==> config.mk <==
export PLATFORM = sky130hd
export DESIGN_NAME = gs_decimalizer
export DESIGN_NICKNAME = d
export VERILOG_FILES = /design/src/rtl/gs_decimalizer_pkg.sv /design/src/rtl/gs_decimalizer_bin2bcd_step.sv /design/src/rtl/gs_decimalizer.sv
export SDC_FILE = /design/constraint.sdc
export NUM_CORES = 1
export LEC_CHECK = 0
export CAP_MARGIN = 20
export CORE_MARGIN = 5
export CORE_UTILIZATION = 50
export CTS_CLUSTER_SIZE = 16
export DETAILED_ROUTE_END_ITERATION = 10
export HOLD_SLACK_MARGIN = 0.03
export PLACE_DENSITY = 0.84
export SYNTH_ARGS = -nofsm -noshare
export SYNTH_HDL_FRONTEND = slang
export SYNTH_HIERARCHICAL = 1
export SYNTH_SLANG_ARGS = --single-unit
==> constraint.sdc <==
create_clock -name clk -period 3.24 [get_ports clk]
set_input_delay 0.648 -clock clk [delete_from_list [all_inputs] [get_ports clk]]
set_output_delay 0.648 -clock clk [all_outputs]
set_load 0.1 [all_outputs]
==> src/rtl/gs_decimalizer_pkg.sv <==
// Shared game-state definitions for the options-screen decimalizer and its renderer.
package gs_decimalizer_pkg;

  localparam int GS_NUM_FIELDS = 3;
  localparam int GS_IN_W       = 8;
  localparam int GS_DIGITS_MAX = 3;
  localparam int GS_LEN_W      = 2;

  typedef enum logic [2:0] {
    ST_IDLE    = 3'd0,
    ST_LOAD    = 3'd1,
    ST_SHIFT   = 3'd2,
    ST_JUSTIFY = 3'd3,
    ST_COMMIT  = 3'd4,
    ST_HOLD    = 3'd5
  } gs_decim_state_e;

  // Decimalized option fields as seen by the VGA renderer.
  typedef struct packed {
    logic [GS_NUM_FIELDS*GS_DIGITS_MAX*4-1:0] digits;
    logic [GS_NUM_FIELDS*GS_LEN_W-1:0]        lens;
  } gs_decim_t;

endpackage

==> src/rtl/gs_decimalizer_bin2bcd_step.sv <==
// One double-dabble step: add 3 to every BCD nibble >= 5, then shift in one binary bit.
module gs_decimalizer_bin2bcd_step #(
  parameter int DIGITS = 3
) (
  input  logic [DIGITS*4-1:0] i_acc,
  input  logic                i_bit,
  output logic [DIGITS*4-1:0] o_acc
);

  logic [DIGITS*4-1:0] w_adj;
  logic                w_unused_carry;

  always_comb begin
    w_adj = i_acc;
    for (int k = 0; k < DIGITS; k++) begin
      if (i_acc[k*4 +: 4] >= 4'd5) begin
        w_adj[k*4 +: 4] = i_acc[k*4 +: 4] + 4'd3;
      end else begin
        w_adj[k*4 +: 4] = i_acc[k*4 +: 4];
      end
    end
  end

  // The top bit never carries for in-range inputs.
  assign w_unused_carry = w_adj[DIGITS*4-1];
  assign o_acc          = {w_adj[DIGITS*4-2:0], i_bit};

endmodule

==> src/rtl/gs_decimalizer.sv <==
// gs_decimalizer: serial double-dabble of the option fields with an atomic commit.
// Define GS_DECIM_VSYNC_COMMIT_EN to defer the commit to the next frame_sync pulse.
module gs_decimalizer
  import gs_decimalizer_pkg::*;
#(
  parameter int NUM_FIELDS = GS_NUM_FIELDS,
  parameter int IN_W       = GS_IN_W,
  parameter int DIGITS     = GS_DIGITS_MAX,
  parameter int LEN_W      = GS_LEN_W
) (
  input  logic                           clk,
  input  logic                           rst,
  input  logic                           start,
  input  logic [NUM_FIELDS*IN_W-1:0]     values,
  input  logic                           frame_sync,
  output logic [NUM_FIELDS*DIGITS*4-1:0] digits,
  output logic [NUM_FIELDS*LEN_W-1:0]    lens,
  output logic                           busy,
  output logic                           done
);

  localparam int FW = (NUM_FIELDS > 1) ? $clog2(NUM_FIELDS) : 1;
  localparam int CW = $clog2(IN_W + 1);
  localparam int ZW = (DIGITS > 1) ? $clog2(DIGITS) : 1;
  localparam int AW = DIGITS * 4;
  localparam logic [IN_W-1:0] MSB_MASK = {1'b1, {(IN_W-1){1'b0}}};

  gs_decim_state_e             r_state;
  logic [NUM_FIELDS*IN_W-1:0]  r_snap;
  logic [AW-1:0]               r_acc;
  logic [FW-1:0]               r_field;
  logic [CW-1:0]               r_cnt;
  logic                        r_pend;
  logic                        r_start_d;
  logic                        r_busy;
  logic                        r_done;
  logic [NUM_FIELDS*AW-1:0]    r_stage_d;
  logic [NUM_FIELDS*AW-1:0]    r_digits;
  logic [NUM_FIELDS*LEN_W-1:0] r_stage_l;
  logic [NUM_FIELDS*LEN_W-1:0] r_lens;

  logic                        w_req;
  logic [IN_W-1:0]             w_field_val;
  logic [IN_W-1:0]             w_mask;
  logic                        w_bit;
  logic [AW-1:0]               w_step;
  logic [AW-1:0]               w_shifted;
  logic [AW-1:0]               w_just;
  logic [ZW-1:0]               w_z;
  logic                        w_seen;
  logic [LEN_W-1:0]            w_len;

`ifndef GS_DECIM_VSYNC_COMMIT_EN
  logic w_unused_frame_sync;
  assign w_unused_frame_sync = frame_sync;
`endif

  // A start held high for several cycles is a single request.
  assign w_req       = start & ~r_start_d;
  assign w_field_val = r_snap[r_field*IN_W +: IN_W];
  assign w_mask      = MSB_MASK >> r_cnt;
  assign w_bit       = |(w_field_val & w_mask);

  gs_decimalizer_bin2bcd_step #(.DIGITS(DIGITS)) u_step (
    .i_acc (r_acc),
    .i_bit (w_bit),
    .o_acc (w_step)
  );

  // Left-justify the finished accumulator: drop leading zeros, keep at least one digit.
  always_comb begin
    w_z    = '0;
    w_seen = 1'b0;
    for (int k = 0; k < DIGITS - 1; k++) begin
      if (!w_seen && (r_acc[(DIGITS-1-k)*4 +: 4] == 4'd0)) begin
        w_z = w_z + ZW'(1);
      end else begin
        w_seen = 1'b1;
      end
    end
    w_shifted = r_acc << {w_z, 2'b00};
    w_just    = '0;
    for (int k = 0; k < DIGITS; k++) begin
      w_just[k*4 +: 4] = w_shifted[(DIGITS-1-k)*4 +: 4];
    end
    w_len = LEN_W'(DIGITS - int'(w_z));
  end

  assign digits = r_digits;
  assign lens   = r_lens;
  assign busy   = r_busy;
  assign done   = r_done;

  // Conversion sequencer with registered outputs.
  always_ff @(posedge clk) begin
    if (rst) begin
      r_state   <= ST_IDLE;
      r_snap    <= '0;
      r_acc     <= '0;
      r_field   <= '0;
      r_cnt     <= '0;
      r_pend    <= 1'b0;
      r_start_d <= 1'b0;
      r_busy    <= 1'b0;
      r_done    <= 1'b0;
      r_stage_d <= '0;
      r_digits  <= '0;
      for (int i = 0; i < NUM_FIELDS; i++) begin
        r_stage_l[i*LEN_W +: LEN_W] <= LEN_W'(1);
        r_lens[i*LEN_W +: LEN_W]    <= LEN_W'(1);
      end
    end else begin
      r_start_d <= start;
      r_done    <= 1'b0;
      if (w_req && (r_state != ST_IDLE)) begin
        r_pend <= 1'b1;
      end
      case (r_state)
        ST_IDLE: begin
          if (w_req || r_pend) begin
            r_snap  <= values;
            r_pend  <= 1'b0;
            r_busy  <= 1'b1;
            r_state <= ST_LOAD;
          end
        end
        ST_LOAD: begin
          r_acc   <= '0;
          r_field <= '0;
          r_cnt   <= '0;
          r_state <= ST_SHIFT;
        end
        ST_SHIFT: begin
          r_acc <= w_step;
          r_cnt <= r_cnt + CW'(1);
          if (r_cnt == CW'(IN_W - 1)) begin
            r_state <= ST_JUSTIFY;
          end
        end
        ST_JUSTIFY: begin
          r_stage_d[r_field*AW +: AW]       <= w_just;
          r_stage_l[r_field*LEN_W +: LEN_W] <= w_len;
          r_acc <= '0;
          r_cnt <= '0;
          if (r_field == FW'(NUM_FIELDS - 1)) begin
`ifdef GS_DECIM_VSYNC_COMMIT_EN
            r_state <= ST_HOLD;
`else
            r_state <= ST_COMMIT;
`endif
          end else begin
            r_field <= r_field + FW'(1);
            r_state <= ST_SHIFT;
          end
        end
        ST_COMMIT: begin
          r_digits <= r_stage_d;
          r_lens   <= r_stage_l;
          r_done   <= 1'b1;
          r_busy   <= 1'b0;
          r_state  <= ST_IDLE;
        end
        ST_HOLD: begin
`ifdef GS_DECIM_VSYNC_COMMIT_EN
          if (frame_sync) begin
            r_digits <= r_stage_d;
            r_lens   <= r_stage_l;
            r_done   <= 1'b1;
            r_busy   <= 1'b0;
            r_state  <= ST_IDLE;
          end
`else
          r_busy  <= 1'b0;
          r_state <= ST_IDLE;
`endif
        end
        default: begin
          r_busy  <= 1'b0;
          r_state <= ST_IDLE;
        end
      endcase
    end
  end

endmodule
After elaboration in Yosys (flattened, before gate mapping)
Index checks and enable logic that the tools add are counted.
{"block": "classes", "n_addsub": 9, "n_mul": 1, "n_lt_le_gt_ge": 3, "n_eq_ne": 9, "shifts": 7, "muxes": 21, "n_bitwise": 4, "reduce_logical": 16}
{"op": "bitwise mux 36 bit", "n": 1}
{"op": "variable shift 12 x 34 -> 36 bit (first input constant)", "n": 1}
{"op": "variable part select 12 x 34 -> 36 bit", "n": 1}
{"op": "negation 3 -> 34 bit", "n": 1}
{"op": "negation 6 -> 34 bit", "n": 1}
{"op": "variable shift 2 x 34 -> 6 bit (first input constant)", "n": 1}
{"op": "variable part select 2 x 34 -> 6 bit", "n": 1}
{"op": "one-hot mux 12 bit (2 select lines)", "n": 1}
{"op": "variable part select 24 x 6 -> 8 bit", "n": 1}
{"op": "greater-or-equal comparator 4 x 3 -> 1 bit (second input constant)", "n": 3}
{"op": "two-way mux 3 bit", "n": 4}
{"op": "one-hot mux 3 bit (4 select lines)", "n": 1}
{"op": "left shift 12 x 4 -> 12 bit", "n": 1}
{"op": "adder 4 x 2 -> 4 bit (second input constant)", "n": 2}
{"op": "bitwise AND 8 bit", "n": 1}
{"op": "zero test 4 bit", "n": 2}
{"op": "two-way mux 4 bit", "n": 2}
{"op": "one-hot mux 4 bit (2 select lines)", "n": 1}
{"op": "AND reduction 2 bit", "n": 4}
{"op": "OR reduction 8 bit", "n": 1}
{"op": ">> shifter 8 x 4 -> 8 bit (first input constant)", "n": 1}
{"op": "bitwise mux 6 bit", "n": 1}
{"op": "equality test 3 x 2 -> 1 bit (second input constant)", "n": 2}
{"op": "two-way mux 1 bit", "n": 6}
{"op": "23 further kinds", "n": 29}
{"block": "totals", "ff_bits": 133, "input_bits": 28, "elab_cells": 83}

Depth between registers and ports, before layout
Gate-level depths: netlist of run 1.
{"block": "depth", "depth_word": 7, "mapped_depth": 11, "depth_no_buf": 9}

Modules after synthesis
The synthesis of run 1 kept the hierarchy.
{"mod": "gs_decimalizer", "instances": 1, "cells_per_inst": 666, "area_each_um2": 5502.8}
{"mod": "gs_decimalizer_bin2bcd_step", "instances": 1, "cells_per_inst": 45, "area_each_um2": 291.5}

Least setup slack after synthesis of run 1
Ideal clock, no wire load.
{"block": "synth_path", "kind": "flip-flop to flip-flop", "start": "register r_field[0]", "end": "register r_stage_d[20]", "t_arrival_ns": 3.064, "required_ns": 3.174, "setup_slack_ns": 0.109, "stages_incl_launch_ff": 12, "synth_period_minus_slack_ns": 3.131, "cell_sequence": "dfxtp_1 > clkbuf_1 > buf_1 > clkbuf_1 > inv_1 > ha_1 > clkbuf_1 > nor2b_1 > nand2_1 > nor4b_1 > a22oi_1 > nor2_1"}
{"block": "synth_via", "elab_chain_cells": 4, "elab_cells_between_ends": 5}
{"element": "start, declared", "line_no": "gs_decimalizer.sv:31", "rtl": "logic [FW-1:0] r_field;"}
{"element": "start signal, assigned", "line_no": "gs_decimalizer.sv:152", "rtl": "r_field <= r_field + FW'(1);"}
{"element": "multiplier 2 x 2 -> 4 bit (*)", "line_no": "gs_decimalizer.sv:141", "rtl": "r_stage_d[r_field*AW +: AW] <= w_just;"}
{"element": "negation 6 -> 34 bit (*)", "line_no": "gs_decimalizer.sv:141"}
{"element": "variable part select 12 x 34 -> 36 bit or variable shift 12 x 34 -> 36 bit (tied branches)", "line_no": "gs_decimalizer.sv:141"}
{"element": "bitwise mux 36 bit (*)", "line_no": "gs_decimalizer.sv:141"}
{"element": "end signal, assigned by index", "line_no": "gs_decimalizer.sv:141"}
{"element": "end, declared", "line_no": "gs_decimalizer.sv:37", "rtl": "logic [NUM_FIELDS*AW-1:0] r_stage_d;"}
Every way passes the cells marked *; elsewhere a longest branch is shown, timed or not.
A chain may end at the register's enable or synchronous reset.

Worst setup path in the final report of run 1
{"block": "layout_path", "start": "register r_acc[4]", "end": "register r_stage_d[16]"}
{"block": "layout_via", "elab_chain_cells": 6}
{"element": "start, declared", "line_no": "gs_decimalizer.sv:30", "rtl": "logic [AW-1:0] r_acc;"}
{"element": "start signal, assigned", "line_no": "gs_decimalizer.sv:134", "rtl": "r_acc <= w_step;"}
{"element": "zero test 4 bit", "line_no": "gs_decimalizer.sv:75", "rtl": "if (!w_seen && (r_acc[(DIGITS-1-k)*4 +: 4] == 4'd0)) begin"}
{"element": "logical AND 1 bit", "line_no": "gs_decimalizer.sv:75"}
{"element": "two-way mux 2 bit", "line_no": "gs_decimalizer.sv:75"}
{"element": "left shift 12 x 4 -> 12 bit (*)", "line_no": "gs_decimalizer.sv:81", "rtl": "w_shifted = r_acc << {w_z, 2'b00};"}
{"element": "variable part select 12 x 34 -> 36 bit (*)", "line_no": "gs_decimalizer.sv:141"}
{"element": "bitwise mux 36 bit (*)", "line_no": "gs_decimalizer.sv:141"}
Marked as above.

==> results of run 1 <==
[where the power goes]
| part | total, mW | switching [mW] | internal [mW] |
|---|---|---|---|
| logic | 0.202 | 0.125 | 0.0761 |
| clock network | 2.12 | 0.708 | 1.41 |
| registers | 1.69 | 0.0225 | 1.67 |
[registers in the layout, summed over array words and instances (netlist names), 3 cells and up]
signal,cells
digits,36
r_stage_d,36
r_snap,24
r_acc,12
lens,6
r_stage_l,6
r_cnt,4
r_state,3
[per-layer routing]
| layer | part of all wire | track usage |
|---|---|---|
| met5 | 0 | 0 |
| met2 | 0.50 | 0.3617 |
| met4 | 0.021 | 0.08100 |
| met1 | 0.42 | 0.2499 |
| met3 | 0.062 | 0.05190 |
[critical path: cells and delay by family (launching register included)]
kind,cells,cell delay [ps]
DFF,1,430
AOI/OAI and AO/OA,3,960
and+or+nand+nor,2,960
[cells by family (layout without fill, tap and decap cells)]
group,Yosys count,in the layout,synth area share
AND/OR/NAND/NOR,290,290,0.2235
AO/OA/AOI/OAI,188,188,0.2090
flip-flops,133,133,0.4595
buffers and inverters,68,129,0.04621
adder cells (fa/ha/maj),17,17,0.03671
multiplexers,11,11,0.01900
XOR/XNOR,4,4,0.006046
[cell usage after synthesis, drive strengths merged (6+ instances only)]
| library cell | instances | area [sq um] |
|---|---|---|
| nand2 | 168 | 630.6 |
| dfxtp | 133 | 2663 |
| a21oi | 82 | 421.7 |
| clkbuf | 46 | 172.7 |
| nor2 | 44 | 165.2 |
| a22oi | 31 | 232.7 |
| o21ai | 24 | 120.1 |
| nand2b | 19 | 118.9 |
| ha | 17 | 212.7 |
| inv | 17 | 63.81 |
| nor3 | 16 | 80.08 |
| mux2i | 11 | 110.1 |
| a22o | 10 | 90.09 |
| nor2b | 6 | 37.54 |
[stage by stage]
| step | std cells | area [sq um] | hold WS [ps] | util |
|---|---|---|---|---|
| floorplan | 711 | 5794 | 424.9 | - |
| global placement | 883 | 6432 | 442.9 | 0.5658 |
| detailed placement | 883 | 6432 | 446.6 | 0.5658 |
| CTS | 915 | 7091 | 454.9 | 0.6236 |
| global route | 915 | 7091 | 473.9 | 0.6236 |
| finish | 915 | 7091 | 452.3 | 0.6236 |
[worst paths after layout]
| check | from | to | slack [ps] | cells after the start |
|---|---|---|---|---|
| setup / recovery | r_acc[4] | r_stage_d[16] | 770 | 5 |
| hold / removal | digits[32] | digits[32] | 450 | 2 |
| setup reg to reg | r_acc[4] | r_stage_d[16] | 770 | 5 |
| hold reg to reg | digits[32] | digits[32] | 450 | 2 |
[area by class of cell]
cell class	instances	area (sq um)	area share
tap	143	178.9	0.02523
sequential	133	2663	0.3755
multi-input combinational	510	2864	0.4039
inverter	17	63.81	0.008999
clock inverter	11	197.7	0.02788
clock buffer	21	460.4	0.06494
timing repair buffer	80	663.1	0.09352
==> impl_table.tex, run 1 <==
\begin{tabular}{lr}
\hline
Metric & Value \\
\hline
\multicolumn{2}{l}{\textbf{Run status}} \\
Status & finished, final reports clean \\
\multicolumn{2}{l}{\textbf{Clocking}} \\
Post-cts hold buffer count & 0 \\
Clock latency of the later-clocked register in the worst-skew pair & $\sim$420 ps \\
Number of clock buffers inserted by TritonCTS & 17 \\
Buffer cell driving the clock tree root & sky130\_fd\_sc\_hd\_\_clkbuf\_16 \\
Number of sinks on the clock net & between 100 and 150 \\
Clk pin slew, worst setup/hold paths & around 60 ps \\
TritonCTS clock tree & done \\
H-tree depth & 4 \\
Max Buffers Root-to-Sink & 2 \\
Total setup buffers inserted after CTS & 0 \\
Number of gates resized after CTS & 0 \\
\multicolumn{2}{l}{\textbf{Global route}} \\
GRT Overall Usage & 0.2096 \\
Total congestion overflow & 0 \\
Pin count of the biggest net entering global routing & 77 \\
Antenna violations before repair & 0 \\
Vias in the first global route & approximately 5000 \\
Wire length of the first global-routing pass & approximately 24000 um \\
\multicolumn{2}{l}{\textbf{Timing}} \\
Setup repair after global routing missed its margin & no \\
Relative slew margins & 0.4012 \\
Worst Max-Slew Pin Slew & roughly 900 ps \\
Number of endpoints with negative hold slack in the final report & 0 \\
Max Slew Vio Count & 0 \\
Highest attainable clock frequency & 0.4044 GHz \\
Crit path setup slack, layout & between 700 and 800 ps \\
Setup violations, final & 0 \\
Worst clock skew on the final layout & approximately 6.5 ps \\
Final critical-path share of the clock period & 0.7632 \\
Shortest period the worst path allows & approximately 2500 ps \\
Total negative setup slack & 0 ps \\
\multicolumn{2}{l}{\textbf{Die}} \\
Starting Density & 0.5096 \\
Floorplan die width & roughly 120 um \\
Count of standard-cell rows & 39 \\
Die area & around 14000 sq um \\
I/O pins & between 70 and 80 \\
Core ar. & 11370 sq um \\
Die span in y & roughly 120 um \\
\multicolumn{2}{l}{\textbf{Synth}} \\
Fraction of registers with async set/reset & 0 \\
Count of warnings emitted by yosys & 6 \\
Number of distinct library cell variants in the gate-level netlist after synthesis & 54 \\
Net count after synthesis & about 760 \\
Post-synthesis sequential area ratio & 0.4595 \\
Mapped Area & a little under 6000 sq um \\
Flip-flop cell with the highest count after synthesis & sky130\_fd\_sc\_hd\_\_dfxtp\_1 \\
Cell count after synthesis & 711 \\
Mean Syn Cell Area & a little over 8 sq um \\
Number of synthesized register bits & between 100 and 150 \\
Number of synthesized flops with an enable pin & 0 \\
\multicolumn{2}{l}{\textbf{Final layout}} \\
Area growth from synthesis to final layout & 22.37\% \\
Fillers & about 970 \\
Share of final-layout standard cells stronger than drive strength 1 & 0.1231 \\
Number of inserted diodes & 0 \\
Number of nets in the layout & around 800 \\
Most common cell after layout, fill and taps aside & sky130\_fd\_sc\_hd\_\_nand2\_1 \\
Commonest cells after routing, fill and taps aside & sky130\_fd\_sc\_hd\_\_nand2\_1 (168), sky130\_fd\_sc\_hd\_\_dfxtp\_1 (133), sky130\_fd\_sc\_hd\_\_a21oi\_1 (79) \\
\multicolumn{2}{l}{\textbf{Setup path}} \\
Top fanout value on the critical path & 11 \\
Startpoint type of the worst setup path & register \\
Crit-path max cell delay & between 600 and 700 ps \\
Startpoint-to-endpoint class of the critical path & register to register \\
Crit path arrival time & 2750 ps \\
Data required time at the worst endpoint & around 3500 ps \\
Ordered cell list for the critical path & or4\_1 > and2\_1 > a22o\_1 > a221oi\_1 > o21ai\_0 \\
CP max stage cell & sky130\_fd\_sc\_hd\_\_or4\_1 \\
Endpoint class of the critical path & register \\
\multicolumn{2}{l}{\textbf{Power and ir drop}} \\
Static leakage & $\sim$2.6 nW \\
Total power of the final layout & around 4.0 mW \\
Power per cell area & around 570 nW/um\^{}2 \\
Worst IR drop on VDD & between 0.3 and 0.4 mV \\
\multicolumn{2}{l}{\textbf{Routing}} \\
Vias post-DR & 5172 \\
Total Routed Length & between 10000 and 15000 um \\
Post-route ant nets & 0 \\
Drt drc & 0 \\
DRT Pass-1 Iters & 5 \\
Drt wl/cell & $\sim$16 um \\
Vias per inst & roughly 5.7 \\
Drt first-iter violations & about 430 \\
\multicolumn{2}{l}{\textbf{Min path}} \\
Path category of the worst min-delay check & register to register \\
\multicolumn{2}{l}{\textbf{Place}} \\
Placement-stage worst setup slack & $\sim$710 ps \\
DP HPWL & 10000 um \\
RD Place Congestion & roughly 0.92 \\
Port bufs & 70 \\
\multicolumn{2}{l}{\textbf{Run}} \\
Max-capacitance violation count & 0 \\
\hline
\end{tabular}
Note: power is estimated with default switching activity, not from simulation.
==> run 2, diff against run 1 <==
==> constraint.sdc (replaced) <==
create_clock -name clk -period 2.1 [get_ports clk]
set_input_delay 0.42 -clock clk [delete_from_list [all_inputs] [get_ports clk]]
set_output_delay 0.42 -clock clk [all_outputs]
set_load 0.1 [all_outputs]
==> run 2 against run 1 <==
Register-to-register slack worse by 720 ps; sequential share of layout area is 1.2 points lower; die area stayed put; global-route usage up 0.68 points; critical path depth unchanged; worst hold slack got worse by 38 ps; design area up 3.6%; routed wire length is 4.1% higher; clock skew decreased by 1.5 ps; combinational power grew 64%; fmax rose by 21%; critical path type unchanged.
==> impl_table.tex, run 2 (synthesis results as in run 1) <==
\begin{tabular}{lr}
\hline
Metric & Value \\
\hline
\multicolumn{2}{l}{\textbf{Place}} \\
Placement-stage worst setup slack & 73.84 ps (was 710.7 ps) \\
Instance count after placement with tap cells included & 908 (was 883) \\
RD Place Congestion & 0.9059 (was 0.9174) \\
Port bufs & 70 (unchanged) \\
DP HPWL & 10450 um (was 10000 um) \\
\multicolumn{2}{l}{\textbf{Run}} \\
Max-capacitance violation count & 0 (unchanged) \\
\multicolumn{2}{l}{\textbf{Clocking}} \\
Number of sinks on the clock net & 133 (unchanged) \\
Buffer cell driving the clock tree root & sky130\_fd\_sc\_hd\_\_clkbuf\_16 (unchanged) \\
TritonCTS clock tree & done (unchanged) \\
H-tree depth & 4 (unchanged) \\
Clock latency of the later-clocked register in the worst-skew pair & 420 ps (about the same) \\
Number of clock buffers inserted by TritonCTS & 17 (unchanged) \\
Clk pin slew, worst setup/hold paths & 60 ps (about the same) \\
Max Buffers Root-to-Sink & 2 (unchanged) \\
Post-cts hold buffer count & 0 (unchanged) \\
\multicolumn{2}{l}{\textbf{Routing}} \\
Vias per inst & 5.731 (was 5.652) \\
Total Routed Length & 15150 um (was 14550 um) \\
Vias post-DR & 5381 (was 5172) \\
Drt wl/cell & 16.13 um (was 15.90 um) \\
DRT Pass-1 Iters & 8 (was 5) \\
Post-route ant nets & 0 (unchanged) \\
Drt drc & 0 (unchanged) \\
Drt first-iter violations & 453 (was 428) \\
\multicolumn{2}{l}{\textbf{Die}} \\
Core ar. & 11370 sq um (unchanged) \\
Starting Density & 0.5096 (unchanged) \\
Count of standard-cell rows & 39 (unchanged) \\
Die area & 13840 sq um (unchanged) \\
Floorplan die width & 117.7 um (unchanged) \\
Die span in y & 117.7 um (unchanged) \\
I/O pins & 72 (unchanged) \\
\multicolumn{2}{l}{\textbf{Final layout}} \\
Final Non-Filler Cells & 939 (was 915) \\
Number of inserted diodes & 0 (unchanged) \\
Most common cell after layout, fill and taps aside & sky130\_fd\_sc\_hd\_\_nand2\_1 (unchanged) \\
Commonest cells after routing, fill and taps aside & sky130\_fd\_sc\_hd\_\_nand2\_1 (168), sky130\_fd\_sc\_hd\_\_dfxtp\_1 (131), sky130\_fd\_sc\_hd\_\_a21oi\_1 (79) (was sky130\_fd\_sc\_hd\_\_nand2\_1 (168), sky130\_fd\_sc\_hd\_\_dfxtp\_1 (133), sky130\_fd\_sc\_hd\_\_a21oi\_1 (79)) \\
Multi-input combinational cell area & 2930 sq um (was 2864 sq um) \\
Area growth from synthesis to final layout & 26.80\% (was 22.37\%) \\
Final standard cell utilization of the core & 0.6462 (was 0.6236) \\
Number of nets in the layout & 829 (was 804) \\
Register area & 2668 sq um (was 2663 sq um) \\
Fillers & 917 (was 968) \\
Share of final-layout standard cells stronger than drive strength 1 & 0.1683 (was 0.1231) \\
\multicolumn{2}{l}{\textbf{Timing}} \\
Total negative setup slack & 0 ps (unchanged) \\
Final critical-path share of the clock period & 0.9752 (was 0.7632) \\
Shortest period the worst path allows & 2048 ps (was 2473 ps) \\
Worst Max-Slew Pin Slew & 592.1 ps (was 898.2 ps) \\
Max Slew Vio Count & 0 (unchanged) \\
Number of endpoints with negative hold slack in the final report & 0 (unchanged) \\
Highest attainable clock frequency & 0.4883 GHz (was 0.4044 GHz) \\
Setup repair after global routing missed its margin & yes (was no) \\
Crit path setup slack, layout & 52.09 ps (was 767.3 ps) \\
Worst clock skew on the final layout & 5.038 ps (was 6.490 ps) \\
Relative slew margins & 0.6052 (was 0.4012) \\
Setup violations, final & 0 (unchanged) \\
\multicolumn{2}{l}{\textbf{Power and ir drop}} \\
Clk pwr share & 0.504 (was 0.529) \\
Switching power & 1.340 mW (was 0.8557 mW) \\
Cell internal power dissipation & 4.575 mW (was 3.152 mW) \\
Proportion of power drawn by flip-flops and latches & 0.440 (was 0.421) \\
Combinational share of power & 0.056 (was 0.050) \\
Worst IR drop on VDD & 0.7393 mV (was 0.3785 mV) \\
Static leakage & 2.721 nW (was 2.590 nW) \\
Switching share of power & 0.2266 (was 0.2135) \\
Power per cell area & 805.1 nW/um\^{}2 (was 565.2 nW/um\^{}2) \\
\multicolumn{2}{l}{\textbf{Setup path}} \\
Endpoint class of the critical path & register (unchanged) \\
Crit path arrival time & 2340 ps (was 2750 ps) \\
Top fanout value on the critical path & 6 (was 11) \\
Startpoint-to-endpoint class of the critical path & register to register (unchanged) \\
Reg-to-Reg Start & r\_acc[4] (unchanged) \\
Startpoint type of the worst setup path & register (unchanged) \\
CP startpoint & r\_acc[4] (unchanged) \\
Data required time at the worst endpoint & 2390 ps (was 3520 ps) \\
\multicolumn{2}{l}{\textbf{Run status}} \\
Status & finished, final reports clean (unchanged) \\
\multicolumn{2}{l}{\textbf{Global route}} \\
GRT Overall Usage & 0.2163 (was 0.2096) \\
Wire length of the first global-routing pass & 25010 um (was 24390 um) \\
Vias in the first global route & 5187 (was 5102) \\
Pin count of the biggest net entering global routing & 85 (was 77) \\
Total congestion overflow & 0 (unchanged) \\
Antenna violations before repair & 0 (unchanged) \\
\multicolumn{2}{l}{\textbf{Min path}} \\
Path category of the worst min-delay check & input port to register (was register to register) \\
Hold\_sp & rst (was digits[32]) \\
\hline
\end{tabular}
==> run 2: changes by cell type in the layout (fill, tap and decap cells not counted), sizes merged <==
| cell | before | now |
|---|---|---|
| clkinv | 4 | 2 |
| bufinv | 5 | 2 |
| clkinvlp | 1 | 5 |
| buf | 55 | 80 |
==> run 2: power groups by stage <==
stage	logic [mW]	clock network, mW	registers (mW)
floorplan	0.209	0	2.66
global placement	0.315	0	2.65
detailed placement	0.327	0	2.65
CTS	0.330	3.01	2.60
global route	0.366	3.13	2.60
finish	0.332	2.98	2.60
==> run 2: layer usage <==
metal | global-route usage | share of wire
met1 | 0.2580 | 0.41
met2 | 0.3791 | 0.51
met3 | 0.05046 | 0.055
met4 | 0.07670 | 0.022
met5 | 0 | 0
==> run 2: worst paths after layout <==
| path | endpoint | slack [ps] | cells after the start |
|---|---|---|---|
| min reg2reg | r_snap[0] | 450 | 2 |
| max | r_stage_d[16] | 50 | 5 |
| max reg2reg | r_stage_d[16] | 50 | 5 |
| min | r_stage_d[22] | 410 | 2 |
==> run 2: final cells by class <==
cell class	instances	area share
clock buffers	21	0.06540
inverters	17	0.009026
well taps	143	0.02435
repair buffers	105	0.1226
multi-input cells	510	0.3988
flip-flops and latches	133	0.3631
clock inverters	10	0.01669
==> run 2: worst max-delay path: stages, from the launching register on <==
cell	delay, ps
sky130_fd_sc_hd__dfxtp_4	330
sky130_fd_sc_hd__or4_1	580
sky130_fd_sc_hd__and2_4	220
sky130_fd_sc_hd__a22o_1	240
sky130_fd_sc_hd__a221oi_1	410
sky130_fd_sc_hd__o21ai_0	140
==> run 2: what timing repair did <==
item	in CTS	in global routing
endpoints found under the setup margin	0	5
buffers inserted	0	0
resized for setup	0	1
==> run 2: through the flow <==
| stage | total power, mW | hold slack (ps) | instance area, sq um |
|---|---|---|---|
| 2_1_floorplan | 2.865 | 424.9 | 5923 |
| 3_3_place_gp | 2.966 | 442.6 | 6743 |
| 3_5_place_dp | 2.980 | 446.1 | 6743 |
| 4_1_cts | 5.941 | 403.7 | 7346 |
| 5_1_grt | 6.100 | 433.2 | 7347 |
| 6_report | 5.915 | 414.2 | 7347 |
